$ cat src/rtl/fib_wb_ctrl_if.sv
`default_nettype none
// ============================================================================
// Module      : fib_wb_ctrl_if
// Description : Wishbone B4 classic slave bundle for the Fibonacci controller.
//               master drives stb/cyc/we/sel/adr/dat_i and samples
//               ack/dat_o; slave is the mirror image.
//               Signals: wbs_stb_i, wbs_cyc_i, wbs_we_i, wbs_sel_i[3:0],
//               wbs_adr_i[31:0], wbs_dat_i[31:0], wbs_ack_o, wbs_dat_o[31:0]
// Revision    : 1.0 - initial release
// ============================================================================
interface fib_wb_ctrl_if;
    logic        wbs_stb_i;
    logic        wbs_cyc_i;
    logic        wbs_we_i;
    logic [3:0]  wbs_sel_i;
    logic [31:0] wbs_adr_i;
    logic [31:0] wbs_dat_i;
    logic        wbs_ack_o;
    logic [31:0] wbs_dat_o;

    modport master (
        output wbs_stb_i, wbs_cyc_i, wbs_we_i, wbs_sel_i, wbs_adr_i, wbs_dat_i,
        input  wbs_ack_o, wbs_dat_o
    );

    modport slave (
        input  wbs_stb_i, wbs_cyc_i, wbs_we_i, wbs_sel_i, wbs_adr_i, wbs_dat_i,
        output wbs_ack_o, wbs_dat_o
    );
endinterface
`default_nettype wire

$ cat src/rtl/fib_wb_ctrl.sv
`default_nettype none
// ============================================================================
// Module      : fib_wb_ctrl
// Description : Wishbone-slave sequencer for a Fibonacci datapath. Firmware
//               loads COUNT, writes START, then polls STATUS or waits for
//               irq_o and reads RESULT/INDEX. The current term's low bits
//               are driven onto the user pads when IO_EN is set.
// Ports       : wb_clk_i  - clock
//               wb_rst_i  - synchronous active-high reset
//               wb        - Wishbone slave bundle (fib_wb_ctrl_if.slave)
//               io_out    - low IO_BITS of the current term (0 when IO_EN=0)
//               io_oeb    - pad output enables, active low
//               irq_o     - registered DONE & IRQ_EN
// Revision    : 1.0 - initial release
// ============================================================================
module fib_wb_ctrl #(
    parameter int          WIDTH     = 32,
    parameter logic [31:0] BASE_ADDR = 32'h3000_0000,
    parameter int          IO_BITS   = 8
) (
    input  logic                wb_clk_i,
    input  logic                wb_rst_i,
    fib_wb_ctrl_if.slave        wb,
    output logic [IO_BITS-1:0]  io_out,
    output logic [IO_BITS-1:0]  io_oeb,
    output logic                irq_o
);

    localparam logic [1:0] c_ST_IDLE = 2'd0;
    localparam logic [1:0] c_ST_RUN  = 2'd1;
    localparam logic [1:0] c_ST_DONE = 2'd2;

    // Register word offsets (byte offset >> 2)
    localparam logic [5:0] c_W_CTRL   = 6'h00;
    localparam logic [5:0] c_W_COUNT  = 6'h01;
    localparam logic [5:0] c_W_STATUS = 6'h02;
    localparam logic [5:0] c_W_RESULT = 6'h03;
    localparam logic [5:0] c_W_INDEX  = 6'h04;

    logic [1:0]       r_state;
    logic [1:0]       w_state_nxt;
    logic             r_ack;
    logic [31:0]      r_dat;
    logic             r_io_en;
    logic             r_irq_en;
    logic             r_irq;
    logic             r_ovf;
    logic [15:0]      r_count;
    logic [WIDTH-1:0] r_a;
    logic [WIDTH:0]   r_b;
    logic [15:0]      r_idx;

    logic             w_hit;
    logic             w_access;
    logic             w_wr;
    logic [5:0]       w_word;
    logic             w_wr_ctrl;
    logic             w_wr_status;
    logic             w_wr_count;
    logic             w_start;
    logic             w_busy;
    logic             w_done;
    logic             w_step;
    logic             w_block;
    logic [15:0]      w_idx_inc;
    logic [31:0]      w_rd_data;
    logic             w_unused_ok;

    // ------------------------------------------------------------------
    // Bus decode. An access is taken only when no ack is pending, so a
    // strobe still held high during the ack cycle is never serviced twice
    // and ack can never be high on consecutive cycles.
    // ------------------------------------------------------------------
    assign w_hit       = wb.wbs_stb_i & wb.wbs_cyc_i &
                         (wb.wbs_adr_i[31:8] == BASE_ADDR[31:8]);
    assign w_access    = w_hit & ~r_ack;
    assign w_wr        = w_access & wb.wbs_we_i;
    assign w_word      = wb.wbs_adr_i[7:2];
    assign w_wr_ctrl   = w_wr & (w_word == c_W_CTRL)   & wb.wbs_sel_i[0];
    assign w_wr_status = w_wr & (w_word == c_W_STATUS) & wb.wbs_sel_i[0];
    assign w_wr_count  = w_wr & (w_word == c_W_COUNT)  & ~w_busy;
    assign w_idx_inc   = r_idx + 16'd1;

    assign w_unused_ok = &{1'b0, wb.wbs_adr_i[1:0], wb.wbs_dat_i[31:16],
                           wb.wbs_sel_i[3:2]};

    // ------------------------------------------------------------------
    // FSM: state register
    // ------------------------------------------------------------------
    always_ff @(posedge wb_clk_i) begin
        if (wb_rst_i) begin
            r_state <= c_ST_IDLE;
        end else begin
            r_state <= w_state_nxt;
        end
    end

    // ------------------------------------------------------------------
    // FSM: next state
    // ------------------------------------------------------------------
    always_comb begin
        w_state_nxt = r_state;
        case (r_state)
            c_ST_IDLE: begin
                if (w_start) begin
                    w_state_nxt = (r_count == 16'd0) ? c_ST_DONE : c_ST_RUN;
                end
            end
            c_ST_RUN: begin
                // A pending carry in b means the next term no longer fits.
                if (r_b[WIDTH] || (w_idx_inc == r_count)) begin
                    w_state_nxt = c_ST_DONE;
                end
            end
            c_ST_DONE: begin
                if (w_start) begin
                    w_state_nxt = (r_count == 16'd0) ? c_ST_DONE : c_ST_RUN;
                end else if (w_wr_status && wb.wbs_dat_i[1]) begin
                    w_state_nxt = c_ST_IDLE;
                end
            end
            default: w_state_nxt = c_ST_IDLE;
        endcase
    end

    // ------------------------------------------------------------------
    // FSM: outputs
    // ------------------------------------------------------------------
    always_comb begin
        w_busy  = (r_state == c_ST_RUN);
        w_done  = (r_state == c_ST_DONE);
        w_start = w_wr_ctrl & wb.wbs_dat_i[0] & ~w_busy;
        w_step  = w_busy & ~r_b[WIDTH];
        w_block = w_busy &  r_b[WIDTH];
    end

    // ------------------------------------------------------------------
    // Datapath and control registers
    // ------------------------------------------------------------------
    always_ff @(posedge wb_clk_i) begin
        if (wb_rst_i) begin
            r_a      <= '0;
            r_b      <= '0;
            r_idx    <= 16'd0;
            r_ovf    <= 1'b0;
            r_io_en  <= 1'b0;
            r_irq_en <= 1'b0;
            r_count  <= 16'd0;
            r_irq    <= 1'b0;
        end else begin
            if (w_start) begin
                r_a   <= '0;
                r_b   <= (WIDTH+1)'(1);
                r_idx <= 16'd0;
            end else if (w_step) begin
                r_a   <= r_b[WIDTH-1:0];
                r_b   <= {1'b0, r_a} + r_b;
                r_idx <= w_idx_inc;
            end

            if (w_start) begin
                r_ovf <= 1'b0;
            end else if (w_block) begin
                r_ovf <= 1'b1;
            end else if (w_wr_status && wb.wbs_dat_i[2]) begin
                r_ovf <= 1'b0;
            end

            if (w_wr_ctrl) begin
                r_io_en  <= wb.wbs_dat_i[1];
                r_irq_en <= wb.wbs_dat_i[2];
            end

            if (w_wr_count && wb.wbs_sel_i[0]) begin
                r_count[7:0] <= wb.wbs_dat_i[7:0];
            end
            if (w_wr_count && wb.wbs_sel_i[1]) begin
                r_count[15:8] <= wb.wbs_dat_i[15:8];
            end

            r_irq <= w_done & r_irq_en;
        end
    end

    // ------------------------------------------------------------------
    // Read mux and bus response
    // ------------------------------------------------------------------
    always_comb begin
        w_rd_data = 32'd0;
        case (w_word)
            c_W_CTRL:   w_rd_data = {29'd0, r_irq_en, r_io_en, 1'b0};
            c_W_COUNT:  w_rd_data = {16'd0, r_count};
            c_W_STATUS: w_rd_data = {29'd0, r_ovf, w_done, w_busy};
            c_W_RESULT: w_rd_data = 32'(r_a);
            c_W_INDEX:  w_rd_data = {16'd0, r_idx};
            default:    w_rd_data = 32'd0;
        endcase
    end

    always_ff @(posedge wb_clk_i) begin
        if (wb_rst_i) begin
            r_ack <= 1'b0;
            r_dat <= 32'd0;
        end else begin
            r_ack <= w_access;
            r_dat <= (w_access && !wb.wbs_we_i) ? w_rd_data : 32'd0;
        end
    end

    assign wb.wbs_ack_o = r_ack;
    assign wb.wbs_dat_o = r_dat;
    assign io_out       = r_io_en ? r_a[IO_BITS-1:0] : '0;
    assign io_oeb       = {IO_BITS{~r_io_en}};
    assign irq_o        = r_irq;

endmodule
`default_nettype wire

$ cat src/flat_wrapper.sv
// flat-port wrapper written by rule: the top's interface ports become plain ports
module fib_wb_ctrl_flat 
#(
    parameter int          WIDTH     = 32,
    parameter logic [31:0] BASE_ADDR = 32'h3000_0000,
    parameter int          IO_BITS   = 8
)
  (wb_clk_i, wb_rst_i, io_out, io_oeb, irq_o, wb_wbs_stb_i, wb_wbs_cyc_i, wb_wbs_we_i, wb_wbs_sel_i, wb_wbs_adr_i, wb_wbs_dat_i, wb_wbs_ack_o, wb_wbs_dat_o);
  fib_wb_ctrl_if wb_i ();
  input  logic wb_clk_i;
  input  logic wb_rst_i;
  output logic [IO_BITS-1:0] io_out;
  output logic [IO_BITS-1:0] io_oeb;
  output logic irq_o;
  input wire logic [$bits(wb_i.wbs_stb_i)-1:0] wb_wbs_stb_i;
  input wire logic [$bits(wb_i.wbs_cyc_i)-1:0] wb_wbs_cyc_i;
  input wire logic [$bits(wb_i.wbs_we_i)-1:0] wb_wbs_we_i;
  input wire logic [$bits(wb_i.wbs_sel_i)-1:0] wb_wbs_sel_i;
  input wire logic [$bits(wb_i.wbs_adr_i)-1:0] wb_wbs_adr_i;
  input wire logic [$bits(wb_i.wbs_dat_i)-1:0] wb_wbs_dat_i;
  output wire logic [$bits(wb_i.wbs_ack_o)-1:0] wb_wbs_ack_o;
  output wire logic [$bits(wb_i.wbs_dat_o)-1:0] wb_wbs_dat_o;
  assign wb_i.wbs_stb_i = wb_wbs_stb_i;
  assign wb_i.wbs_cyc_i = wb_wbs_cyc_i;
  assign wb_i.wbs_we_i = wb_wbs_we_i;
  assign wb_i.wbs_sel_i = wb_wbs_sel_i;
  assign wb_i.wbs_adr_i = wb_wbs_adr_i;
  assign wb_i.wbs_dat_i = wb_wbs_dat_i;
  assign wb_wbs_ack_o = wb_i.wbs_ack_o;
  assign wb_wbs_dat_o = wb_i.wbs_dat_o;
  fib_wb_ctrl #(.WIDTH(WIDTH), .BASE_ADDR(BASE_ADDR), .IO_BITS(IO_BITS)) u_core (.wb_clk_i(wb_clk_i), .wb_rst_i(wb_rst_i), .wb(wb_i), .io_out(io_out), .io_oeb(io_oeb), .irq_o(irq_o));
endmodule
$ cat config.mk
export PLATFORM = sky130hd
export DESIGN_NAME = fib_wb_ctrl_flat
export DESIGN_NICKNAME = d
export VERILOG_FILES = /design/src/rtl/fib_wb_ctrl_if.sv /design/src/rtl/fib_wb_ctrl.sv /design/src/flat_wrapper.sv
export SDC_FILE = /design/constraint.sdc
export NUM_CORES = 1
export LEC_CHECK = 0
export BUFFER_PORTS_ARGS = -buffer_cell sky130_fd_sc_hd__buf_2
export CORE_MARGIN = 5
export CORE_UTILIZATION = 57
export CTS_CLUSTER_DIAMETER = 150
export DETAILED_ROUTE_END_ITERATION = 7
export PLACE_DENSITY = 0.9
export SLEW_MARGIN = 20
export SYNTH_ARGS = -nofsm -noshare
export SYNTH_HDL_FRONTEND = slang
export SYNTH_SLANG_ARGS = --single-unit
export TNS_END_PERCENT = 10
$ cat constraint.sdc
create_clock -name wb_clk_i -period 3.5 [get_ports wb_clk_i]
set_input_delay 0.175 -clock wb_clk_i [delete_from_list [all_inputs] [get_ports wb_clk_i]]
set_output_delay 0.175 -clock wb_clk_i [all_outputs]
set_load 0.005 [all_outputs]
# Word level (Yosys, flattened, before mapping)
# Index checks and enable logic that the tools add are counted.
[word_totals]
elab_cells = 73
mem_bits_ro = 0
out_inout_bits = 50
n_memories = 0
latchBits = 0
reg_bits = 136
input_bits = 73
ram_bits = 0
[op_classes]
n_addsub = 2
muxes = 12
order_cmp = 0
n_shift = 0
div_mod_pow = 0
n_reduce_logical = 15
multipliers = 0
eq_ne = 11
bitwise_logic = 20
[op_table]
columns = ["cell", "count"]
rows = [
  ["case mux 32 bit (5 select lines)", 1],
  ["adder 32 x 33 -> 33 bit", 1],
  ["== test 24 x 22 -> 1 bit (second input constant)", 1],
  ["adder 16 x 1 -> 16 bit (second input constant)", 1],
  ["== test 16 bit", 1],
  ["logical NOT 16 bit", 1],
  ["AND 1 bit", 15],
  ["== test 6 x 2 -> 1 bit (second input constant)", 2],
  ["2-to-1 mux 2 bit", 5],
  ["2-to-1 mux 8 bit", 1],
  ["== test 6 x 1 -> 1 bit (second input constant)", 1],
  ["== test 6 x 3 -> 1 bit (second input constant)", 1],
  ["logical NOT 6 bit", 1],
  ["case mux 2 bit (3 select lines)", 1],
  ["logical AND 1 bit", 5],
  ["inverter 1 bit", 5],
  ["2-to-1 mux 1 bit", 4],
  ["nonzero test 2 bit", 2],
  ["OR reduction 2 bit", 2],
  ["inequality test 3 x 2 -> 1 bit (second input constant)", 1],
  ["AND reduction 3 bit", 1],
  ["== test 2 x 1 -> 1 bit (second input constant)", 1],
  ["== test 2 bit (second input constant)", 1],
  ["logical NOT 2 bit", 1],
  ["4 further kinds", 4],
]

# Depth between registers and ports, before layout
[depth]
ltp_word = 10
ltp_mapped = 12
depth_no_buf = 12

# Worst setup path after synthesis
# No wires, ideal clock.
[synth_path]
path_kind = "register -> register"
from = "register u_core.r_a[0]"
to = "register u_core.r_b[30]"
arrival_ns = 2.401
stages_incl_launch_ff = 13
setup_time_ns = 0.126
required_ns = 3.374
n_path_buf = 0
slack_ns = 0.974
period_less_slack_ns = 2.526
cell_sequence = "dfxtp_1 -> ha_1 -> inv_1 -> fa_1 -> nand2b_1 -> a21oi_1 -> a21oi_2 -> o21ai_1 -> a21oi_1 -> o21ai_1 -> a31oi_1 -> xor2_1 -> o22ai_1"
[synth_between]
elab_chain_len = 1
[synth_rtl]
columns = ["element", "line", "rtl"]
rows = [
  ["start: declaration", "fib_wb_ctrl.sv:49", "logic [WIDTH-1:0] r_a;"],
  ["start signal: assignment", "fib_wb_ctrl.sv:156", "r_a <= r_b[WIDTH-1:0];"],
  ["adder 32 x 33 -> 33 bit", "fib_wb_ctrl.sv:157", "r_b <= {1'b0, r_a} + r_b;"],
  ["end signal: assignment", "fib_wb_ctrl.sv:153", "r_b <= (WIDTH+1)'(1);"],
  ["end signal: assignment", "fib_wb_ctrl.sv:157", ""],
  ["end: declaration", "fib_wb_ctrl.sv:50", "logic [WIDTH:0] r_b;"],
]
# No other way between the ends.
# A chain may end at the register's enable or synchronous reset.

# Worst setup path after layout
# Same ends and word-level chain as after synthesis.

==> metrics.cfg <==
[place]
gp_congestion=0.8957
io_buffer_count=102
pre_cts_ws_ns=0.5399
dp_hpwl_um=12390

[sta]
setup_ws_ns=0.3235
min_period_ns=3.176
whs_ns=-0.0007103
fin_crit_sh_pct=90.76
fin_setup_tns_ns=0
clock_skew_ns=0.01010
rsz0062_at_grt=no
finalMaxSlewViolations=0
tightest_slew_ns=1.079
timing.fmax_mhz=314.8
maxSlewHeadroom_pct=27.56
hold_viol_final=1
setup_viol=0

[yosys]
ys_seq_elements=136
synth_fp_nets=1013
netlist_instances=906
yosys_warnings=0
yosysUniqueCellTypes=60
synth_edf_count=0
netlist_area_um2=7312
ys_async_sr_fraction_pct=0
synthFlopType=dfxtp_1
yosysSeqAreaShare_pct=37.23
syn_avg_cell_area_um2=8.071

[worst_hold_path]
worstHoldPathType=in -> reg

[cts]
h-tree-depth=4
cts_buffers=17
clockBufferDepth=2
cts_sinks=136
clkTransAtPathRegs_ns=0.06
postCtsSetupRepairBufs=0
tritoncts=built
clock_latency_ns=0.43
cts-root-buf=clkbuf_16

[run]
cap_violations=0

[power_and_ir_drop]
power_leakage_uw=0.003447
powerDensity_nw_per_um2=404.5
ir_drop_uv=285.7

[grt]
grt_pass1_vias=6384
grt_max_degree=42
grt_pass1_wl_um=30030
grt.overflow.total=0
gr-usage-all-layers_pct=24.72
antenna_found_initial=1

[floorplan]
die-width_um=123.3
ios=123
start_util_pct=57.94
core-area_um2=12620
fp.dieH_um=123.3
fp.dieArea_um2=15190
rows=41

[finish]
fin_util_pct=67.33
drive_above_1_share_pct=15.90
layout_commonest_cell=dfxtp_1
fin_nets=1088
syn_to_final_growth_pct=16.20
mostFrequentLayoutCells=dfxtp_1 (136), nand2_1 (134), nor2_1 (112)

[route]
avgRoutedWirePerCell_um=16.01
vias_per_cell=5.825
ant_nets=0
drt-pass1-iter-count=8
first_iter_violations=647
drc_errors=0
vias=6798
routed_wl_um=18690

[critical_path]
crit_required_ns=3.84
worstPathCellList=ha_1 -> inv_1 -> fa_1 -> nand2b_1 -> a21oi_1 -> a21oi_2 -> o21ai_1 -> a21oi_1 -> o21ai_1 -> a31oi_1 -> xor2_1 -> o22ai_1
cp_data_arrival_time_ns=3.52
cp_top_family=compound AO/OA/AOI/OAI gates
critPathBufInv=1
cp_max_fo=5
crit_path_top_delay_cell=o21ai_1
critPathLaunchType=register
cp-end-kind=register
timing_worst_setup_path_type=reg -> reg
cp_slowest_stage_delay_ns=0.42

[status]
violations=hold timing
status=finished with violations

tightest hold or removal path, cell delays in order:
cell	delay (ns)
buf_2	0.08
mux2i_1	0.06
nor2_1	0.08
final timing paths:
check / startpoint / endpoint / slack (ns) / depth (start not counted)
worst min-delay path: wb_wbs_dat_i[9] / u_core.r_count[9]$_SDFFE_PP0P_ / -0.0007 / 3
worst max-delay path: u_core.r_a[0]$_SDFFE_PP0P_ / u_core.r_b[30]$_SDFFE_PP0P_ / 0.32 / 12
worst min register to register: u_core.r_b[13]$_SDFFE_PP0P_ / u_core.r_a[13]$_SDFFE_PP0P_ / 0.47 / 2
worst max register to register: u_core.r_a[0]$_SDFFE_PP0P_ / u_core.r_b[30]$_SDFFE_PP0P_ / 0.32 / 12
flip-flops by register name, indices dropped and copies added, names as in the netlist:
register             cells
u_core.r_ovf             1
u_core.r_state           2
u_core.irq_o             1
u_core.r_idx            16
u_core.r_a              32
u_core.r_count          16
u_core.r_io_en           1
u_core.wb.wbs_ack_o      1
u_core.r_irq_en          1
u_core.wb.wbs_dat_o     32
u_core.r_b              33
per-layer routing:
layer,up-vias,track usage (%),share of wire [%]
met5,-,0,0
met4,0,9.619,2.4
met3,49,5.352,7.2
met2,293,42.51,50
met1,3174,30.16,41
li1,3282,-,-
repair_timing:
item                                   CTS  global route
hold buffers                             3             0
endpoints found under the hold margin    3             0
resized for setup                        0             0
synthesized netlist by cell type (all sizes together), types with 3 or more instances:
| master | count | area (um2) |
|---|---|---|
| a211oi | 6 | 50.05 |
| nor2 | 115 | 441.7 |
| xnor2 | 42 | 367.9 |
| a31oi | 6 | 37.54 |
| and4 | 7 | 63.81 |
| a21oi | 102 | 514.2 |
| nor3 | 8 | 40.04 |
| nand2 | 135 | 506.7 |
| o21a | 5 | 37.54 |
| nor2b | 12 | 75.07 |
| ha | 33 | 412.9 |
| inv | 12 | 45.04 |
| o22ai | 9 | 56.30 |
| nor4 | 16 | 100.1 |
| o21ai | 23 | 115.1 |
| o21bai | 4 | 30.03 |
| clkbuf | 30 | 112.6 |
| a211o | 3 | 26.28 |
| and2 | 27 | 168.9 |
| a21o | 19 | 142.6 |
| a221oi | 5 | 50.04 |
| nand4 | 10 | 62.56 |
| a22oi | 3 | 22.52 |
| nand2b | 8 | 50.05 |
| mux2i | 35 | 350.3 |
| and3 | 8 | 50.05 |
| xor2 | 21 | 183.9 |
| dfxtp | 136 | 2723 |
| nand3 | 15 | 80.08 |
| buf | 27 | 148.9 |
through the flow:
| step | hold slack (ns) | cells | cell area, um2 | power [uW] |
|---|---|---|---|---|
| 5_1_grt | 0.01307 | 1167 | 8497 | 3522 |
| 3_3_place_gp | 0.4097 | 1131 | 7868 | 1653 |
| 6_report | -0.0007103 | 1167 | 8497 | 3437 |
| 3_5_place_dp | 0.4217 | 1131 | 7868 | 1655 |
| 4_1_cts | 0.0006716 | 1166 | 8494 | 3452 |
| 2_1_floorplan | 0.3222 | 906 | 7312 | 1613 |
report_power, final:
part / leakage, uW / total [uW] / internal, uW / switching, uW
Combinational: 0.00206 / 76.6 / 33.5 / 43.1
Clock: 0.000296 / 1810 / 1130 / 680
Sequential: 0.00109 / 1550 / 1550 / 0.000000128
Total: 0.00345 / 3440 / 2710 / 723
layout make-up:
| type | count | area (um2) |
|---|---|---|
| Multi-Input combinational cell | 701 | 4302 |
| Fill cell | 969 | 4123 |
| Sequential cell | 136 | 2723 |
| Timing Repair Buffer | 113 | 613.1 |
| Clock buffer | 19 | 442.9 |
| Tap cell | 172 | 215.2 |
| Clock inverter | 13 | 153.9 |
| Inverter | 12 | 45.04 |
| Antenna cell | 1 | 2.502 |
cells by family after synthesis:
kind of cell / share of synthesized area (%)
buffers and inverters: 4.192
muxes: 5.099
DFF: 37.23
AOI/OAI and AO/OA: 16.74
adders and majority gates: 5.921
xor gates and xnor gates: 7.546
and+or+nand+nor: 23.27
No activity file was read; power rests on OpenSTA's default activity.
